--- src/rtl/turtle_mmio_pkg.sv ---
// turtle_mmio_pkg: register offsets, bit indices and STATUS layout for the MMIO responder
package turtle_mmio_pkg;
    localparam logic [3:0] OFS_LED   = 4'h0;
    localparam logic [3:0] OFS_SW    = 4'h1;
    localparam logic [3:0] OFS_TCTRL = 4'h2;
    localparam logic [3:0] OFS_TCMP  = 4'h3;
    localparam logic [3:0] OFS_TCNT  = 4'h4;
    localparam logic [3:0] OFS_STAT  = 4'h5;
    localparam logic [3:0] OFS_TXD   = 4'h6;
    localparam int TC_EN    = 0;
    localparam int TC_AR    = 1;
    localparam int ST_FLAG  = 0;
    localparam int ST_FULL  = 1;
    localparam int ST_EMPTY = 2;
    localparam int ST_OVF   = 3;
    typedef struct packed {
        logic [3:0] count;
        logic       tx_ovf;
        logic       fifo_empty;
        logic       fifo_full;
        logic       tmr_flag;
    } status_t;
endpackage

--- src/rtl/turtle_mmio_responder_if.sv ---
// turtle_mmio_if: CPU external data bus (address, store strobe/data, read data, internal-memory select)
// master = CPU side, slave = responder side
interface turtle_mmio_if #(
    parameter int DATA_W   = 8,
    parameter int D_ADDR_W = 12
);
    logic [D_ADDR_W-1:0] data_addr;
    logic                write_enable;
    logic [DATA_W-1:0]   write_data;
    logic [DATA_W-1:0]   read_data;
    logic                int_mem_select;
    modport master(output data_addr, write_enable, write_data, input read_data, int_mem_select);
    modport slave(input data_addr, write_enable, write_data, output read_data, int_mem_select);
endinterface

--- src/rtl/turtle_mmio_responder_fifo.sv ---
// mmio_tx_fifo: synchronous byte FIFO with push/pop, full/empty and occupancy count
// ports: clk, reset (async, active-high), push/din, pop/dout (head), full, empty, count
module mmio_tx_fifo #(
    parameter int W     = 8,
    parameter int DEPTH = 4,
    parameter int CW    = $clog2(DEPTH) + 1
) (
    input  logic          clk,
    input  logic          reset,
    input  logic          push,
    input  logic [W-1:0]  din,
    input  logic          pop,
    output logic [W-1:0]  dout,
    output logic          full,
    output logic          empty,
    output logic [CW-1:0] count
);
    localparam int AW = $clog2(DEPTH);
    logic [W-1:0]  mem [DEPTH];
    logic [AW-1:0] rd_ptr, wr_ptr;
    logic          do_push, do_pop;
    assign full    = count == CW'(DEPTH);
    assign empty   = count == '0;
    assign dout    = mem[rd_ptr];
    assign do_pop  = pop & ~empty;
    // a pop in the same cycle frees the slot a full FIFO needs for the push
    assign do_push = push & (~full | do_pop);
    always_ff @(posedge clk)
        if (do_push) mem[wr_ptr] <= din;
    always_ff @(posedge clk or posedge reset) begin
        if (reset) begin
            rd_ptr <= '0;
            wr_ptr <= '0;
            count  <= '0;
        end else begin
            if (do_push) wr_ptr <= wr_ptr + 1'b1;
            if (do_pop) rd_ptr <= rd_ptr + 1'b1;
            count <= count + CW'(do_push) - CW'(do_pop);
        end
    end
endmodule

--- src/rtl/turtle_mmio_responder.sv ---
// turtle_mmio_responder: 16-byte I/O window with LEDs, synced switches, prescaled timer and TX FIFO stream
// ports: clk, reset (async, active-high), bus (slave: data_addr/write_enable/write_data/read_data/int_mem_select),
//        led, sw_in, tx_data/tx_valid/tx_ready (TX stream), timer_irq
module turtle_mmio_responder
    import turtle_mmio_pkg::*;
#(
    parameter int                  DATA_W     = 8,
    parameter int                  D_ADDR_W   = 12,
    parameter logic [D_ADDR_W-1:0] IO_BASE    = 12'hFF0,
    parameter int                  FIFO_DEPTH = 4,
    parameter int                  PRESCALE   = 1000
) (
    input  logic              clk,
    input  logic              reset,
    turtle_mmio_if.slave      bus,
    output logic [DATA_W-1:0] led,
    input  logic [DATA_W-1:0] sw_in,
    output logic [DATA_W-1:0] tx_data,
    output logic              tx_valid,
    input  logic              tx_ready,
    output logic              timer_irq
);
    localparam int CW = $clog2(FIFO_DEPTH) + 1;
    localparam int PW = $clog2(PRESCALE + 1);
    logic              in_win, wr;
    logic [3:0]        ofs;
    logic [DATA_W-1:0] sw_s1, sw_s2, tmr_cmp, tmr_cnt, rd;
    logic [1:0]        tmr_ctrl;
    logic              tmr_flag, tx_ovf;
    logic [PW-1:0]     pre;
    logic              tick, flag_set, push, pop, full, empty, ovf_set;
    logic [CW-1:0]     count;
    status_t           status;
    assign in_win             = bus.data_addr[D_ADDR_W-1:4] == IO_BASE[D_ADDR_W-1:4];
    assign ofs                = bus.data_addr[3:0];
    assign wr                 = bus.write_enable & in_win;
    assign bus.int_mem_select = ~in_win;
    assign tick               = tmr_ctrl[TC_EN] && pre == PW'(PRESCALE - 1);
    assign flag_set           = tick && tmr_cnt == tmr_cmp;
    assign tx_valid           = ~empty;
    assign pop                = tx_valid & tx_ready;
    assign push               = wr && ofs == OFS_TXD;
    assign ovf_set            = push & full & ~pop;
    assign timer_irq          = tmr_flag;
    assign status             = '{count: 4'(count), tx_ovf: tx_ovf, fifo_empty: empty,
                                  fifo_full: full, tmr_flag: tmr_flag};
    mmio_tx_fifo #(.W(DATA_W), .DEPTH(FIFO_DEPTH), .CW(CW)) u_fifo (
        .clk(clk), .reset(reset), .push(push), .din(bus.write_data), .pop(pop),
        .dout(tx_data), .full(full), .empty(empty), .count(count)
    );
    always_comb begin
        rd = '0;
        case (ofs)
            OFS_LED:   rd = led;
            OFS_SW:    rd = sw_s2;
            OFS_TCTRL: rd = DATA_W'(tmr_ctrl);
            OFS_TCMP:  rd = tmr_cmp;
            OFS_TCNT:  rd = tmr_cnt;
            OFS_STAT:  rd = DATA_W'(status);
            default:   rd = '0;
        endcase
        bus.read_data = in_win ? rd : '0;
    end
    always_ff @(posedge clk or posedge reset) begin
        if (reset) begin
            led      <= '0;
            sw_s1    <= '0;
            sw_s2    <= '0;
            tmr_ctrl <= '0;
            tmr_cmp  <= '0;
            tmr_cnt  <= '0;
            tmr_flag <= 1'b0;
            tx_ovf   <= 1'b0;
            pre      <= '0;
        end else begin
            sw_s1 <= sw_in;
            sw_s2 <= sw_s1;
            // prescaler idles at 0 while disabled so the first tick is a full period after enable
            pre <= (tmr_ctrl[TC_EN] && !tick) ? pre + 1'b1 : '0;
            if (wr && ofs == OFS_LED) led <= bus.write_data;
            if (wr && ofs == OFS_TCTRL) tmr_ctrl <= bus.write_data[1:0];
            if (wr && ofs == OFS_TCMP) tmr_cmp <= bus.write_data;
            if (wr && ofs == OFS_TCNT) tmr_cnt <= bus.write_data;
            else if (tick) tmr_cnt <= (flag_set && tmr_ctrl[TC_AR]) ? '0 : tmr_cnt + 1'b1;
            // set events beat a simultaneous write-1-to-clear
            tmr_flag <= flag_set | (tmr_flag & ~(wr && ofs == OFS_STAT && bus.write_data[ST_FLAG]));
            tx_ovf   <= ovf_set | (tx_ovf & ~(wr && ofs == OFS_STAT && bus.write_data[ST_OVF]));
        end
    end
endmodule

--- src/flat_wrapper.sv ---
// flat-port wrapper written by rule: the top's interface ports become plain ports
module turtle_mmio_responder_flat import turtle_mmio_pkg::*;
#(
    parameter int                  DATA_W     = 8,
    parameter int                  D_ADDR_W   = 12,
    parameter logic [D_ADDR_W-1:0] IO_BASE    = 12'hFF0,
    parameter int                  FIFO_DEPTH = 4,
    parameter int                  PRESCALE   = 1000
)
  (clk, reset, led, sw_in, tx_data, tx_valid, tx_ready, timer_irq, bus_data_addr, bus_write_enable, bus_write_data, bus_read_data, bus_int_mem_select);
  turtle_mmio_if #(.DATA_W(DATA_W), .D_ADDR_W(D_ADDR_W)) bus_i ();
  input  logic clk;
  input  logic reset;
  output logic [DATA_W-1:0] led;
  input  logic [DATA_W-1:0] sw_in;
  output logic [DATA_W-1:0] tx_data;
  output logic tx_valid;
  input  logic tx_ready;
  output logic timer_irq;
  input wire logic [$bits(bus_i.data_addr)-1:0] bus_data_addr;
  input wire logic [$bits(bus_i.write_enable)-1:0] bus_write_enable;
  input wire logic [$bits(bus_i.write_data)-1:0] bus_write_data;
  output wire logic [$bits(bus_i.read_data)-1:0] bus_read_data;
  output wire logic [$bits(bus_i.int_mem_select)-1:0] bus_int_mem_select;
  assign bus_i.data_addr = bus_data_addr;
  assign bus_i.write_enable = bus_write_enable;
  assign bus_i.write_data = bus_write_data;
  assign bus_read_data = bus_i.read_data;
  assign bus_int_mem_select = bus_i.int_mem_select;
  turtle_mmio_responder #(.DATA_W(DATA_W), .D_ADDR_W(D_ADDR_W), .IO_BASE(IO_BASE), .FIFO_DEPTH(FIFO_DEPTH), .PRESCALE(PRESCALE)) u_core (.clk(clk), .reset(reset), .bus(bus_i), .led(led), .sw_in(sw_in), .tx_data(tx_data), .tx_valid(tx_valid), .tx_ready(tx_ready), .timer_irq(timer_irq));
endmodule
--- config.mk ---
export PLATFORM = sky130hd
export DESIGN_NAME = turtle_mmio_responder_flat
export DESIGN_NICKNAME = d
export VERILOG_FILES = /design/src/rtl/turtle_mmio_pkg.sv /design/src/rtl/turtle_mmio_responder_if.sv /design/src/rtl/turtle_mmio_responder_fifo.sv /design/src/rtl/turtle_mmio_responder.sv /design/src/flat_wrapper.sv
export SDC_FILE = /design/constraint.sdc
export NUM_CORES = 1
export LEC_CHECK = 0
export BUFFER_PORTS_ARGS = -buffer_cell sky130_fd_sc_hd__buf_2
export CORE_ASPECT_RATIO = 0.75
export CORE_UTILIZATION = 61
export CTS_CLUSTER_SIZE = 20
export DETAILED_ROUTE_END_ITERATION = 8
export HOLD_SLACK_MARGIN = 0.05
export PLACE_DENSITY_LB_ADDON = 0.3
export SKIP_LAST_GASP = 1
export SLEW_MARGIN = 20
export SYNTH_ARGS = -nofsm -noshare
export SYNTH_HDL_FRONTEND = slang
export SYNTH_SLANG_ARGS = --single-unit
--- constraint.sdc ---
create_clock -name clk -period 4.5 [get_ports clk]
set_input_delay 0.225 -clock clk [delete_from_list [all_inputs] [get_ports clk]]
set_output_delay 0.225 -clock clk [all_outputs]
set_load 0.02 [all_outputs]
# [Word level (Yosys, flattened, before mapping)]
# Memories as Yosys holds them, arrays and structs flattened.
# Cells that the tools add are included.
[word_totals] ram_bits=32 reg_bits=61 inputBits=32 output_inout_bits=27 wordCells=70 n_memories=1
[op_classes] n_addsub=6 bitwise_logic=17 eq_ne=10 n_reduce_logical=16 muxes=8
[mem_list] memory="u_core.u_fifo.mem" depth=4 width=8 rd=1 rd_ports_with_merged_regs=0 write_ports=1 line="turtle_mmio_responder_fifo.sv:19" rtl="logic [W-1:0] mem [DEPTH];"
[ops] operator="case mux 8 bit (6 select lines)" count=1
[ops] operator="two-way mux 8 bit" count=4
[ops] operator="== test 4 x 3 -> 1 bit (second input constant)" count=3
[ops] operator="logical AND 1 bit" count=12
[ops] operator="adder 10 x 1 -> 10 bit (second input constant)" count=1
[ops] operator="== test 10 bit (second input constant)" count=1
[ops] operator="two-way mux 10 bit" count=1
[ops] operator="adder 8 x 1 -> 8 bit (second input constant)" count=1
[ops] operator="bitwise AND 1 bit" count=8
[ops] operator="== test 4 x 2 -> 1 bit (second input constant)" count=2
[ops] operator="== test 8 bit" count=1
[ops] operator="== test 8 bit (second input constant)" count=1
[ops] operator="inverter 1 bit" count=6
[ops] operator="adder 2 x 1 -> 2 bit (second input constant)" count=2
[ops] operator="== test 4 x 1 -> 1 bit (second input constant)" count=1
[ops] operator="logical NOT 4 bit" count=1
[ops] operator="adder 3 x 1 -> 3 bit" count=1
[ops] operator="== test 3 bit (second input constant)" count=1
[ops] operator="logical NOT 3 bit" count=1
[ops] operator="OR 1 bit" count=3
[ops] operator="subtractor 3 x 1 -> 3 bit" count=1
[ops] operator="two-way mux 1 bit" count=2
[ops] operator="nonzero test 2 bit" count=1
[ops] operator="logical NOT 1 bit" count=1

# [Longest topological paths before layout]
[depth] word_depth=8 depth_mapped=11 depth_no_buf=11

# [Hierarchy]
# Synthesis repeated with hierarchy kept, for this count alone.
[hier_totals] hier_cells=322 area_unflattened_um2=4300.4
[modules_own_cells] module="turtle_mmio_responder" instances=1 cells_per_inst=244 seq_area_each_um2=1351.3 area_each_um2=2718.9
[modules_own_cells] module="mmio_tx_fifo" instances=1 cells_per_inst=78 seq_area_each_um2=1136.1 area_each_um2=1581.5

# [Worst setup path before layout]
# Ideal clock, no wire load.
[synth_timing] path_kind="input to register" from="input bus_data_addr[10]" to="register u_core.u_fifo.count[2]" required_time_ns=4.420 arrival_ns=2.392 cell_stages=11 setup_ns=0.080 slack_ns=2.028 path_buffers=0 path_cell_list="and4_1 and2_1 nand2_1 nor3_1 inv_1 ha_1 inv_1 ha_1 fa_1 xnor2_1 xnor2_1"
[synth_via] elab_chain_len=6
[synth_rtl] item="start, declared" line="flat_wrapper.sv:20" rtl="input wire logic [$bits(bus_i.data_addr)-1:0] bus_data_addr;"
[synth_rtl] item="== test 8 bit" line="turtle_mmio_responder.sv:34" rtl="assign in_win = bus.data_addr[D_ADDR_W-1:4] == IO_BASE[D_ADDR_W-1:4];"
[synth_rtl] item="bitwise AND 1 bit" line="turtle_mmio_responder.sv:36" rtl="assign wr = bus.write_enable & in_win;"
[synth_rtl] item="logical AND 1 bit" line="turtle_mmio_responder.sv:42" rtl="assign push = wr && ofs == OFS_TXD;"
[synth_rtl] item="bitwise AND 1 bit" line="turtle_mmio_responder_fifo.sv:27" rtl="assign do_push = push & (~full | do_pop);"
[synth_rtl] item="adder 3 x 1 -> 3 bit" line="turtle_mmio_responder_fifo.sv:38" rtl="count <= count + CW'(do_push) - CW'(do_pop);"
[synth_rtl] item="subtractor 3 x 1 -> 3 bit" line="turtle_mmio_responder_fifo.sv:38"
[synth_rtl] item="end signal, assigned" line="turtle_mmio_responder_fifo.sv:38"
[synth_rtl] item="end, declared" line="turtle_mmio_responder_fifo.sv:16" rtl="output logic [CW-1:0] count"
# Every way passes these cells.
# A chain may end at the register's enable or synchronous reset.

# [Worst setup path in the final report]
[layout_timing] from="register u_core.u_fifo.count[0]" to="register u_core.u_fifo.count[2]"
[layout_via] elab_chain_len=8 elab_cells_between_ends=10 cone_classes="add/sub (2); eq/ne (1); bitwise (6); reduce/logical (1)"
[layout_rtl] item="logical NOT 3 bit" line="turtle_mmio_responder_fifo.sv:23" rtl="assign empty = count == '0;"
[layout_rtl] item="inverter 1 bit" line="turtle_mmio_responder_fifo.sv:25, turtle_mmio_responder.sv:40"
[layout_rtl] item="bitwise AND 1 bit" line="turtle_mmio_responder.sv:41" rtl="assign pop = tx_valid & tx_ready;"
[layout_rtl] item="bitwise AND 1 bit" line="turtle_mmio_responder_fifo.sv:25" rtl="assign do_pop = pop & ~empty;"
[layout_rtl] item="OR 1 bit" line="turtle_mmio_responder_fifo.sv:27"
[layout_rtl] item="bitwise AND 1 bit" line="turtle_mmio_responder_fifo.sv:27"
[layout_rtl] item="adder 3 x 1 -> 3 bit" line="turtle_mmio_responder_fifo.sv:38"
[layout_rtl] item="subtractor 3 x 1 -> 3 bit (*)" line="turtle_mmio_responder_fifo.sv:38"
# Every way passes the cells marked *; elsewhere a longest branch is shown, timed or not.

==> metrics.md <==
| Metric | Value |
|---|---|
| RSZ-0062 raised after global routing | false |
| Run status | complete, no violations |
| Synth cell types | 47 |
| Clock buffer count from CTS | 9 |
| Number of synthesized flops with an enable pin | 32 |
| Worst Max-Slew Pin Slew | around 0.93 ns |
| Initial drt markers | 261 |
| CTS max path bufs | 2 |
| Mapped cell area | 4180 um2 |
| Wire length per cell | 19.3 um |
| Total track usage | 28.3% |
| Worst Path Arrival | 3.04 ns |
| Flop and latch count out of synthesis | 93 |
| Pin count of the biggest net entering global routing | 62 |
| Grt ovf | 0 |
| WL final | 9280 um |
| Synth Flop Type | dfrtp_1 |
| Headroom to the max-slew limit | 37.4% |
| CORE AREA | 6470 um2 |
| First-pass GRT wire length | 14700 um |
| Worst IR Drop VDD | a little under 0.3 mV |
| Vias in the first global route | 2887 |
| P_int | 1.43 mW |
| Total leakage power | 2.07 nW |
| Clock slew at reported path FFs | 0.09 ns |
| Initial Util | around 65% |
| Post-CTS Setup Inserts | 0 |
| Type of the worst setup path | register to register |
| Nets@finish | 436 |
| Worst reg2reg setup slack | 1.75 ns |
| Io pins | between 50 and 60 |
| Slew Viols, Final | 0 |
| Clock insertion delay at the later pin of the skew report | 0.37 ns |
| Reg2Reg Launch Point | u_core.u_fifo.count[0] |
| Layout cell share with drive strength beyond 1 | 27.8% |
| Vias/cell | 6.11 |
| P per Cell Area | 398 nW/um2 |
| Hold Crit Class | primary input to asynchronous set/reset pin |
| Die Ht | between 70 and 80 um |
| Setup TNS | 0 ns |
| Minimum clock period after layout | ~2.8 ns |
| Gp weighted congestion | 0.900 |
| Final-report hold violation count | 0 |
| Root Buffer | clkbuf_8 |
| IO Port Bufs | a little under 60 |
| Seq/Total Area, Yosys | 59.4% |
| CTS sink cnt | 93 |
| Setup Skew | 0.00700 ns |
| Flop pwr share | 50.4% |
| HPWL Detailed | 6410 um |
| Worst setup EP type | register |
| Initial antenna violation count | 0 |
| Fillers | 397 |
| Worst reg2reg endpoint | u_core.u_fifo.count[2] |
| Worst Path Max Fanout | 7 |
| P&R area growth vs syn | 16.4% |
| WP data required | 4.78 ns |
| Final Setup Violations | 0 |
| Fin crit share | 61.2% |
| DRT Pass-1 Iters | 5 |
| Detail Route Antenna Nets | 0 |
| Path depth of the worst reg2reg path | 11 |
| Drc violations | 0 |
| Synthesis Warnings | 0 |
| Achievable Freq | 363 MHz |
| Cell Count, Final, Fillers Out | 481 |
| Syn_nets | 365 |
| Die X | between 90 and 100 um |
| Cells after DPL | 457 |
| H-tree depth | 3 |
| Combinational share of power | 15.7% |
| Crit path launch type | register |
| Syn Inst Count | between 300 and 400 |
| Die Area | a little over 7000 um2 |
| Async set-reset flop share out of synthesis | 65.6% |
| Site Rows | 25 |
| Psw | 0.513 mW |
| Ant. Diodes | 0 |
| Switching part of the total power | 26.5% |
| Avg Cell Area, Syn | roughly 13 um2 |
| Clock group share of total power | 33.9% |
| Vias | 2939 |
| CTS tree | built |
| Max_cap viols | 0 |
## layout by cell type, fill, tap and decap left out, drive strengths merged, types with 3 or more instances in the layout
master,instances
ha,8
a31oi,3
a21oi,15
o21ai,11
dfrtp,61
clkbuf,10
xnor2,8
edfxtp,32
and2,9
nor2,22
or3,4
and3,6
a222oi,6
nand2b,4
and4,4
mux4,8
bufinv,3
xor2,13
inv,12
buf,61
dlygate4sd3,8
mux2,20
nand3,6
nand2,26
a22oi,10
nor4,4
nand4,4
## layer usage
metal / vias to the layer above / track usage (%) / part of all wire, %
met5: - / 0 / 0
met4: 0 / 13.8 / 2.2
met3: 25 / 6.95 / 8.7
met2: 143 / 44.2 / 47
met1: 1438 / 38.1 / 42
li1: 1333 / - / -
## registers in the layout (all words and copies together) (netlist names), 3 cells and up
signal	flops
u_core.tmr_cmp	8
u_core.pre	10
u_core.tmr_cnt	8
u_core.sw_s2	8
u_core.sw_s1	8
u_core.u_fifo.mem	32
u_core.led	8
u_core.u_fifo.count	3
## what timing repair did
| action | CTS | global route |
|---|---|---|
| hold buffers | 8 | 0 |
| endpoints found under the hold margin | 8 | 0 |
| resized for setup | 0 | 0 |
## worst max-delay path by stage
| stage | slack [ns] | endpoint | cells after the start | from |
|---|---|---|---|---|
| 6_report | 1.75 | u_core.u_fifo.count[2] | 11 | u_core.u_fifo.count[0] |
| 5_1_grt | 1.51 | u_core.u_fifo.count[2] | 11 | u_core.u_fifo.count[0] |
| 2_1_floorplan | 2.03 | u_core.u_fifo.count[2] | 11 | bus_data_addr[10] |
| 4_1_cts | 1.74 | u_core.u_fifo.count[2] | 11 | u_core.u_fifo.count[0] |
| 3_3_place_gp | 1.74 | u_core.u_fifo.count[2] | 12 | bus_data_addr[10] |
| 3_5_place_dp | 1.53 | u_core.u_fifo.count[2] | 12 | bus_data_addr[7] |
## power groups by stage
stage	clock, mW	combinational (mW)	sequential, mW
final	0.657	0.305	0.977
after CTS	0.663	0.309	0.977
after floorplan	0	0.245	0.943
after detailed placement	0	0.298	0.993
after global routing	0.694	0.330	0.984
after global placement	0	0.283	0.990
## final cells by class
class	count	area (um2)	area share, %
tap	81	101	2.08
clock inverter	6	111	2.29
inverter	11	41.3	0.847
multi-input combinational	211	1610	33.1
clock buffer	10	128	2.62
sequential	93	2490	51.1
timing repair buffer	69	393	8.06
## metrics by stage
stage	area [um2]	hold slack, ns	worst slack [ns]	util (%)	total power, mW
after floorplan	4180	0.256	2.03	-	1.19
after global placement	4550	0.332	1.74	70.3	1.27
after detailed placement	4550	0.335	1.53	70.3	1.29
after CTS	4870	0.0995	1.74	75.2	1.95
after global routing	4870	0.137	1.51	75.2	2.01
final	4870	0.0677	1.75	75.2	1.94
## critical path, cell delays in order, from the launching register on
cell and delay [ns]:
dfrtp_1 0.43, nor2_1 0.09, nand2_1 0.07, nor2_1 0.06
nor3_1 0.65, inv_1 0.10, ha_1 0.31, inv_1 0.04
ha_1 0.18, fa_1 0.38, xnor2_1 0.19, xnor2_1 0.15
## cell usage after synthesis, types with 4 or more instances
cell | count | area, um2
dfrtp_1 | 61 | 1530
edfxtp_1 | 32 | 961
nand2_1 | 26 | 97.6
nor2_1 | 22 | 82.6
mux2_2 | 20 | 225
a21oi_1 | 14 | 70.1
xor2_1 | 13 | 114
inv_1 | 11 | 41.3
a22oi_1 | 10 | 75.1
o21ai_0 | 10 | 50.1
and2_1 | 9 | 56.3
ha_1 | 8 | 100
mux4_2 | 8 | 180
xnor2_1 | 8 | 70.1
a222oi_1 | 6 | 60.1
and3_1 | 6 | 37.5
nand3_1 | 6 | 30.0
and4_1 | 4 | 35.0
clkbuf_1 | 4 | 15.0
nand2b_1 | 4 | 25.0
or3_1 | 4 | 25.0
## cell families after synthesis
logic type / Yosys count / synth area share (%)
AOI/OAI and AO/OA: 52 / 8.52
xor gates and xnor gates: 21 / 4.40
adders and majority gates: 9 / 2.87
buffers and inverters: 20 / 2.06
DFF: 93 / 59.4
muxes: 29 / 9.93
and+or+nand+nor: 100 / 12.8
Power figures use the tool's default switching activity.
